[src/rtl/fsm_programmable.sv]
// Table-driven Moore FSM: each state owns a flop-held entry giving its match condition,
// next state on match / on dwell timeout, output value and dwell limit.
module fsm_programmable #(
    parameter int IN_WIDTH   = 8,
    parameter int OUT_WIDTH  = 4,
    parameter int NUM_STATES = 8,
    parameter int TIMEOUT_W  = 8,
    localparam int STATE_W   = (NUM_STATES > 2) ? $clog2(NUM_STATES) : 1
) (
    input  logic                 clk,
    input  logic                 rst_n,
    input  logic                 en,
    input  logic                 sync_clr,
    input  logic [IN_WIDTH-1:0]  in_signal,
    input  logic                 cfg_we,
    input  logic [STATE_W-1:0]   cfg_addr,
    input  logic [IN_WIDTH-1:0]  cfg_mask,
    input  logic [IN_WIDTH-1:0]  cfg_value,
    input  logic [STATE_W-1:0]   cfg_next_t,
    input  logic [STATE_W-1:0]   cfg_next_f,
    input  logic [OUT_WIDTH-1:0] cfg_out,
    input  logic [TIMEOUT_W-1:0] cfg_timeout,
    output logic [OUT_WIDTH-1:0] out_signal,
    output logic [STATE_W-1:0]   state_o,
    output logic [TIMEOUT_W-1:0] dwell_o,
    output logic                 timeout_o,
    output logic                 err_o
);

    localparam logic [STATE_W:0] NS_LIM = (STATE_W+1)'(NUM_STATES);

    typedef struct packed {
        logic [IN_WIDTH-1:0]  mask;
        logic [IN_WIDTH-1:0]  value;
        logic [STATE_W-1:0]   next_t;
        logic [STATE_W-1:0]   next_f;
        logic [OUT_WIDTH-1:0] out;
        logic [TIMEOUT_W-1:0] timeout;
    } entry_t;

    entry_t               r_tbl [NUM_STATES];
    logic [STATE_W-1:0]   r_state;
    logic [TIMEOUT_W-1:0] r_dwell;
    logic                 r_tmo;
    logic                 r_err;

    entry_t               w_cur;
    logic                 w_cond;
    logic                 w_tmo_hit;
    logic                 w_addr_ok;
    logic                 w_take;
    logic [STATE_W-1:0]   w_target;
    logic [STATE_W-1:0]   w_state_nxt;
    logic [TIMEOUT_W-1:0] w_dwell_nxt;
    logic                 w_tmo_nxt;
    logic                 w_err_nxt;

    assign w_cur     = r_tbl[r_state];
    assign w_cond    = ((in_signal & w_cur.mask) == (w_cur.value & w_cur.mask));
    // A zero limit leaves the state on the first non-matching enabled cycle.
    assign w_tmo_hit = (w_cur.timeout == '0) ||
                       (r_dwell == (w_cur.timeout - TIMEOUT_W'(1)));
    assign w_addr_ok = ({1'b0, cfg_addr} < NS_LIM);

    always_comb begin
        w_state_nxt = r_state;
        w_dwell_nxt = r_dwell;
        w_tmo_nxt   = 1'b0;
        w_err_nxt   = 1'b0;
        w_take      = 1'b0;
        w_target    = w_cur.next_t;
        if (sync_clr) begin
            w_state_nxt = '0;
            w_dwell_nxt = '0;
        end else if (en) begin
            if (w_cond) begin
                w_take   = 1'b1;
                w_target = w_cur.next_t;
            end else if (w_tmo_hit) begin
                w_take    = 1'b1;
                w_target  = w_cur.next_f;
                w_tmo_nxt = 1'b1;
            end else if (r_dwell != '1) begin
                w_dwell_nxt = r_dwell + TIMEOUT_W'(1);
            end
            if (w_take) begin
                w_dwell_nxt = '0;
                // Out-of-range targets recover to state 0 and report an error instead.
                if ({1'b0, w_target} >= NS_LIM) begin
                    w_state_nxt = '0;
                    w_err_nxt   = 1'b1;
                    w_tmo_nxt   = 1'b0;
                end else begin
                    w_state_nxt = w_target;
                end
            end
        end
    end

    always_ff @(posedge clk or negedge rst_n) begin
        if (!rst_n) begin
            r_state <= '0;
            r_dwell <= '0;
            r_tmo   <= 1'b0;
            r_err   <= 1'b0;
        end else begin
            r_state <= w_state_nxt;
            r_dwell <= w_dwell_nxt;
            r_tmo   <= w_tmo_nxt;
            r_err   <= w_err_nxt;
        end
    end

    // Default table is a plain ring 0 -> 1 -> ... -> N-1 -> 0 with out = index.
    always_ff @(posedge clk or negedge rst_n) begin
        if (!rst_n) begin
            for (int i = 0; i < NUM_STATES; i++) begin
                r_tbl[i].mask    <= '0;
                r_tbl[i].value   <= '0;
                r_tbl[i].next_t  <= STATE_W'((i + 1) % NUM_STATES);
                r_tbl[i].next_f  <= STATE_W'((i + 1) % NUM_STATES);
                r_tbl[i].out     <= OUT_WIDTH'(i);
                r_tbl[i].timeout <= '0;
            end
        end else if (cfg_we && w_addr_ok) begin
            r_tbl[cfg_addr].mask    <= cfg_mask;
            r_tbl[cfg_addr].value   <= cfg_value;
            r_tbl[cfg_addr].next_t  <= cfg_next_t;
            r_tbl[cfg_addr].next_f  <= cfg_next_f;
            r_tbl[cfg_addr].out     <= cfg_out;
            r_tbl[cfg_addr].timeout <= cfg_timeout;
        end
    end

    assign out_signal = w_cur.out;
    assign state_o    = r_state;
    assign dwell_o    = r_dwell;
    assign timeout_o  = r_tmo;
    assign err_o      = r_err;

endmodule
[config.mk]
export PLATFORM = sky130hd
export DESIGN_NAME = fsm_programmable
export DESIGN_NICKNAME = d
export VERILOG_FILES = /design/src/rtl/fsm_programmable.sv
export SDC_FILE = /design/constraint.sdc
export NUM_CORES = 1
export LEC_CHECK = 0
export CAP_MARGIN = 20
export CORE_MARGIN = 2
export CORE_UTILIZATION = 55
export DETAILED_ROUTE_END_ITERATION = 6
export PLACE_DENSITY = 0.74
export SLEW_MARGIN = 20
export SYNTH_ARGS = -nofsm -noshare
export SYNTH_HDL_FRONTEND = slang
export SYNTH_SLANG_ARGS = --single-unit
[constraint.sdc]
create_clock -name clk -period 3.4 [get_ports clk]
set_input_delay 0.34 -clock clk [delete_from_list [all_inputs] [get_ports clk]]
set_output_delay 0.34 -clock clk [all_outputs]
set_load 0.01 [all_outputs]
After elaboration in Yosys (flattened, before gate mapping)
Cells that the tools add are included.
- $add $sub $neg: 2
- magnitude comparators: 3
- equal/unequal tests: 5
- muxes and demuxes: 39
- bitwise gates (word level): 4
- reduce and logical (&&, ||, !) cells: 8
- operators by type and width (kind ; count):
    272-bit bitwise mux ; 6
    34-bit demux with 3-bit select ; 6
    34-bit binary-select mux with 3-bit select ; 1
    34-bit two-way mux ; 3
    8-bit two-way mux ; 7
    26-bit two-way mux ; 1
    18-bit two-way mux ; 1
    8-bit AND ; 2
    8-bit equality test ; 2
    15-bit two-way mux ; 1
    3-bit two-way mux ; 5
    12-bit two-way mux ; 1
    8-bit by 1-bit adder with 8-bit output (second input constant) ; 1
    4-bit greater-or-equal comparator (second input constant) ; 2
    8-bit logical NOT ; 1
    8-bit inequality test (second input constant) ; 1
    3-bit NOT with 4-bit output ; 2
    8-bit by 1-bit subtractor with 8-bit output (second input constant) ; 1
    1-bit two-way mux ; 7
    3-bit by 2-bit inequality test with 1-bit output (second input constant) ; 2
    4-bit by 1-bit less-than comparator with 1-bit output (second input constant) ; 1
    4-bit AND reduction ; 1
    2-bit nonzero test ; 2
    3-bit nonzero test ; 1
    other kinds (3) ; 3
- bits in registers: 284
- output and inout bits: 17
- logic and storage cells: 112

Logic depth before layout (Yosys ltp)
- depth after elaboration: 14
- mapped depth: 14

Worst setup path after synthesis
OpenSTA, ideal clock, no wires.
- path kind: flip-flop to flip-flop
- start: register r_state[0] (netlist: state_o[0])
- end: register r_state[2] (netlist: state_o[2])
- arrival: 2.908 ns
- setup slack: 0.346 ns
- stages on the path, launching flop included: 12
- clock period less this slack: 3.054 ns
- cells stage by stage: dfrtp_1 > buf_6 > mux4_2 > mux2i_1 > ha_1 > xnor2_1 > xnor2_1 > nand4_1 > a2111oi_1 > o21ai_1 > a2111oi_0 > a2111oi_1
- longest elaborated chain between the ends: 13
- elaborated cells on any way between the ends: 22
- those cells by class: 1 x add/sub; 2 x eq/ne; 12 x mux; 3 x bitwise; 4 x reduce/logical
- ends and longest elaborated chain (item ; RTL line ; text):
    start, declared ; 42 ; logic [STATE_W-1:0] r_state;
    start signal, assigned ; 107 ; r_state <= w_state_nxt;
    3-bit NOT with 4-bit output (implied by the code) * ; 58 ; assign w_cur = r_tbl[r_state];
    34-bit binary-select mux with 3-bit select * ; 58 ;
    34-bit two-way mux (implied by the code) * (2 in series) ; 58 ;
    8-bit by 1-bit subtractor with 8-bit output ; 62 ; (r_dwell == (w_cur.timeout - TIMEOUT_W'(1)));
    8-bit equality test ; 62 ;
    1-bit logical OR ; 61 ; assign w_tmo_hit = (w_cur.timeout == '0) ||
    1-bit two-way mux ; 79 ; end else if (w_tmo_hit) begin
    1-bit two-way mux ; 76 ; if (w_cond) begin
    1-bit two-way mux ; 75 ; end else if (en) begin
    1-bit two-way mux ; 72 ; if (sync_clr) begin
    2-bit nonzero test (no source line) ; n/a ;
    2-bit AND reduction (no source line) ; n/a ;
Every way passes the cells marked *; elsewhere a longest branch is shown, timed or not. The select of a mux whose other input is x is not followed.
A chain may end at the register's enable or synchronous reset.

Worst setup path in the final report
Same ends and word-level chain as after synthesis.

==> impl_metrics.json <==
{
  "status": "finished, final reports clean",
  "setup.worst_path.start_class": "flip-flop",
  "fin_skew_ns": 0.0142,
  "fp.dieW_um": 158,
  "clock-sinks": 284,
  "die-area_um2": 25100,
  "netlist-cell-type-count": 61,
  "multi_input_area_um2": 5780,
  "gp_congestion": 0.798,
  "cp_data_required_time_ns": 3.82,
  "synth_top_area_cell": "dfrtp_1",
  "crit_fanout": 7,
  "grt_max_degree": 98,
  "use_met2": 0.379,
  "antenna_found_initial": 1,
  "finalSetupViolCount": 0,
  "max_freq_ghz": 0.301,
  "synth_ff_type": "dfrtp_1",
  "routed-via-count": 7699,
  "syn_to_final_growth_pct": 18.3,
  "synth_edf_count": 0,
  "r2r_start": "state_o[0]",
  "die_h_um": 158,
  "grt_busiest_layer": "met2",
  "drtPass1Iterations": 7,
  "yosysTopAreaCellShare": 0.473,
  "dp.final_hpwl_um": 17600,
  "dp.cells": 1238,
  "regToRegEndpoint": "state_o[2]",
  "antenna_left": 0,
  "synth_area_um2": 13100,
  "p_per_area_nw_per_um2": 708,
  "critPathTopFamily": "compound AO/OA/AOI/OAI gates",
  "period_needed_ns": 3.32,
  "grt_pass1_wl_um": 46000,
  "track_usage": 0.240,
  "arrival_ns": 3.74,
  "std_cell_rows": 56,
  "fin_util": 0.662,
  "relSlewSlack": 0.504,
  "portBuffers": 65,
  "pin_count": 67,
  "start_util": 0.559,
  "finalHoldViolCount": 0,
  "nFillCells": 1696,
  "clock_latency_ns": 0.54,
  "ir_drop_v": 0.000467,
  "coreArea_um2": 23500,
  "syn_nets": 924,
  "leakage_nw": 6.41,
  "crit_path_end_kind": "flip-flop",
  "finalPower_mw": 11.0,
  "r2r_cells": 11,
  "cts_tree": "yes",
  "avgSynthCellArea_um2": 15.1,
  "htree_levels": 1,
  "slew_viol_final": 0,
  "cp_slowest_stage_delay_ns": 0.50,
  "regArea_um2": 7160,
  "drt_iter0_drc": 502,
  "path_clk_slew_ns": 0.06,
  "fin_crit_sh": 0.978,
  "tightest_slew_ns": 0.744,
  "critPathSlowestCell": "dfrtp_4",
  "synth-async-reset-ratio": 1.00,
  "drive_gt1_frac": 0.487,
  "path_cells": "clkbuf_4 -> buf_4 -> mux4_2 -> mux2i_4 -> and4_1 -> nand2_1 -> xnor2_2 -> a2111o_1 -> a21oi_2 -> a2111oi_2 -> a2111oi_1",
  "nets": 1018,
  "netlist_instances": 872,
  "use_met3": 0.0359,
  "fin_cells": 1309,
  "holdWs_ns": 0.413,
  "cts_root_buf": "clkbuf_16",
  "reg2reg_slack_ns": 0.08,
  "hp-class": "in2async",
  "synth_area_leaders": "dfrtp_1 47%, mux2_2 24%, mux4_2 8.2%",
  "drc": 0,
  "yosysWarningCount": 0,
  "use_met1": 0.362,
  "cts_buffers": 30,
  "critPathKind": "reg2reg",
  "wirelength_um": 28800,
  "ys_seq_area_frac": 0.545,
  "grt_pass1_vias": 8089,
  "n_antenna_cell": 0,
  "cap_violations": 0,
  "path_buf_inv": 2,
  "wl_per_cell_um": 22.0,
  "viasPerCell": 5.88,
  "cts.path.max_buffers": 3,
  "synth_seq_cells": 284,
  "overflow": 0
}
[cells in the final DEF (no fill, tap or decap), types with 3 or more instances in the layout]
master and instances:
clkbuf_1 5, dfrtp_1 246, xor2_1 40, a222oi_1 4, nand3_1 9, mux2i_1 6, and2_1 3, buf_4 41
a22oi_1 8, nor2_1 13, mux4_2 48, mux2i_4 3, clkdlybuf4s50_1 64, a221oi_1 5, nand4b_1 4, clkbuf_16 31
nand2b_1 4, xnor2_1 13, o22ai_1 4, clkbuf_8 14, nand2_1 27, nand4_1 5, mux2_2 274, buf_12 7
inv_1 7, nor3b_2 3, clkinv_2 4, dfstp_2 36
[cells by family (layout without fill, tap and decap cells)]
logic type / after synthesis / count (layout) / synth area share
multiplexers: 334 / 334 / 0.331
buffers and inverters: 61 / 179 / 0.0213
AO/OA/AOI/OAI: 53 / 53 / 0.0314
XOR/XNOR: 55 / 55 / 0.0367
flip-flops: 284 / 284 / 0.545
adder cells (fa/ha/maj): 2 / 2 / 0.00191
AND/OR/NAND/NOR: 82 / 82 / 0.0327
other: 1 / 1 / 0.000286
[registers in the layout, indices dropped and copies added, names as in the netlist]
| register | count |
|---|---|
| dwell_o | 8 |
| r_tbl | 272 |
| state_o | 3 |
| timeout_o | 1 |
[through the flow]
stage | setup TNS, ns | cell area (um2) | setup WS (ns)
global placement | 0 | 14300 | 0.0326
floorplan | 0 | 13100 | 0.346
CTS | 0 | 15400 | 0.0297
global route | -0.221 | 15500 | -0.0651
finish | 0 | 15500 | 0.0752
detailed placement | -0.0811 | 14300 | -0.0811
[layer usage]
| layer | vias to the layer above | share of wire |
|---|---|---|
| li1 | 3420 | - |
| met1 | 4079 | 0.47 |
| met2 | 159 | 0.47 |
| met3 | 39 | 0.041 |
| met4 | 2 | 0.014 |
| met5 | - | 0.00045 |
[worst max-delay path by stage]
stage	slack, ns	to	startpoint	depth (start not counted)
2_1_floorplan	0.35	state_o[2]	state_o[0]	11
3_3_place_gp	0.03	state_o[2]	state_o[0]	9
3_5_place_dp	-0.08	state_o[2]	state_o[0]	9
4_1_cts	0.03	state_o[2]	state_o[0]	10
5_1_grt	-0.07	state_o[0]	state_o[0]	11
6_report	0.08	state_o[2]	state_o[0]	11
[synth_stat cells (9+ instances only)]
library cell,count
xnor2_1,15
clkbuf_1,35
dfstp_2,36
nand3_1,9
dfrtp_1,248
mux2_2,274
mux4_2,48
nor2_1,13
nand2_1,27
xor2_1,40
[where the power goes]
| part | internal [mW] | leakage (nW) | switching (mW) | total [mW] |
|---|---|---|---|---|
| combinational | 1.73 | 2.52 | 1.33 | 3.06 |
| clock | 2.04 | 0.519 | 1.30 | 3.34 |
| sequential | 4.19 | 3.37 | 0.411 | 4.60 |
| total | 7.96 | 6.41 | 3.04 | 11.0 |
[final cells by class]
type,count,area share
sequential,284,0.461
multi-input combinational,527,0.372
clock buffer,50,0.0636
tap,319,0.0257
timing repair buffer,115,0.0722
clock inverter,6,0.00371
inverter,8,0.00193
[timing repair]
item,in CTS,in global routing
endpoints found under the hold margin,92,0
cloned,0,0
setup buffers,3,11
setup endpoints to repair,2,10
resized for setup,2,14
hold buffers,1,0
pin swaps,0,4
(Power assumes the default switching activity.)
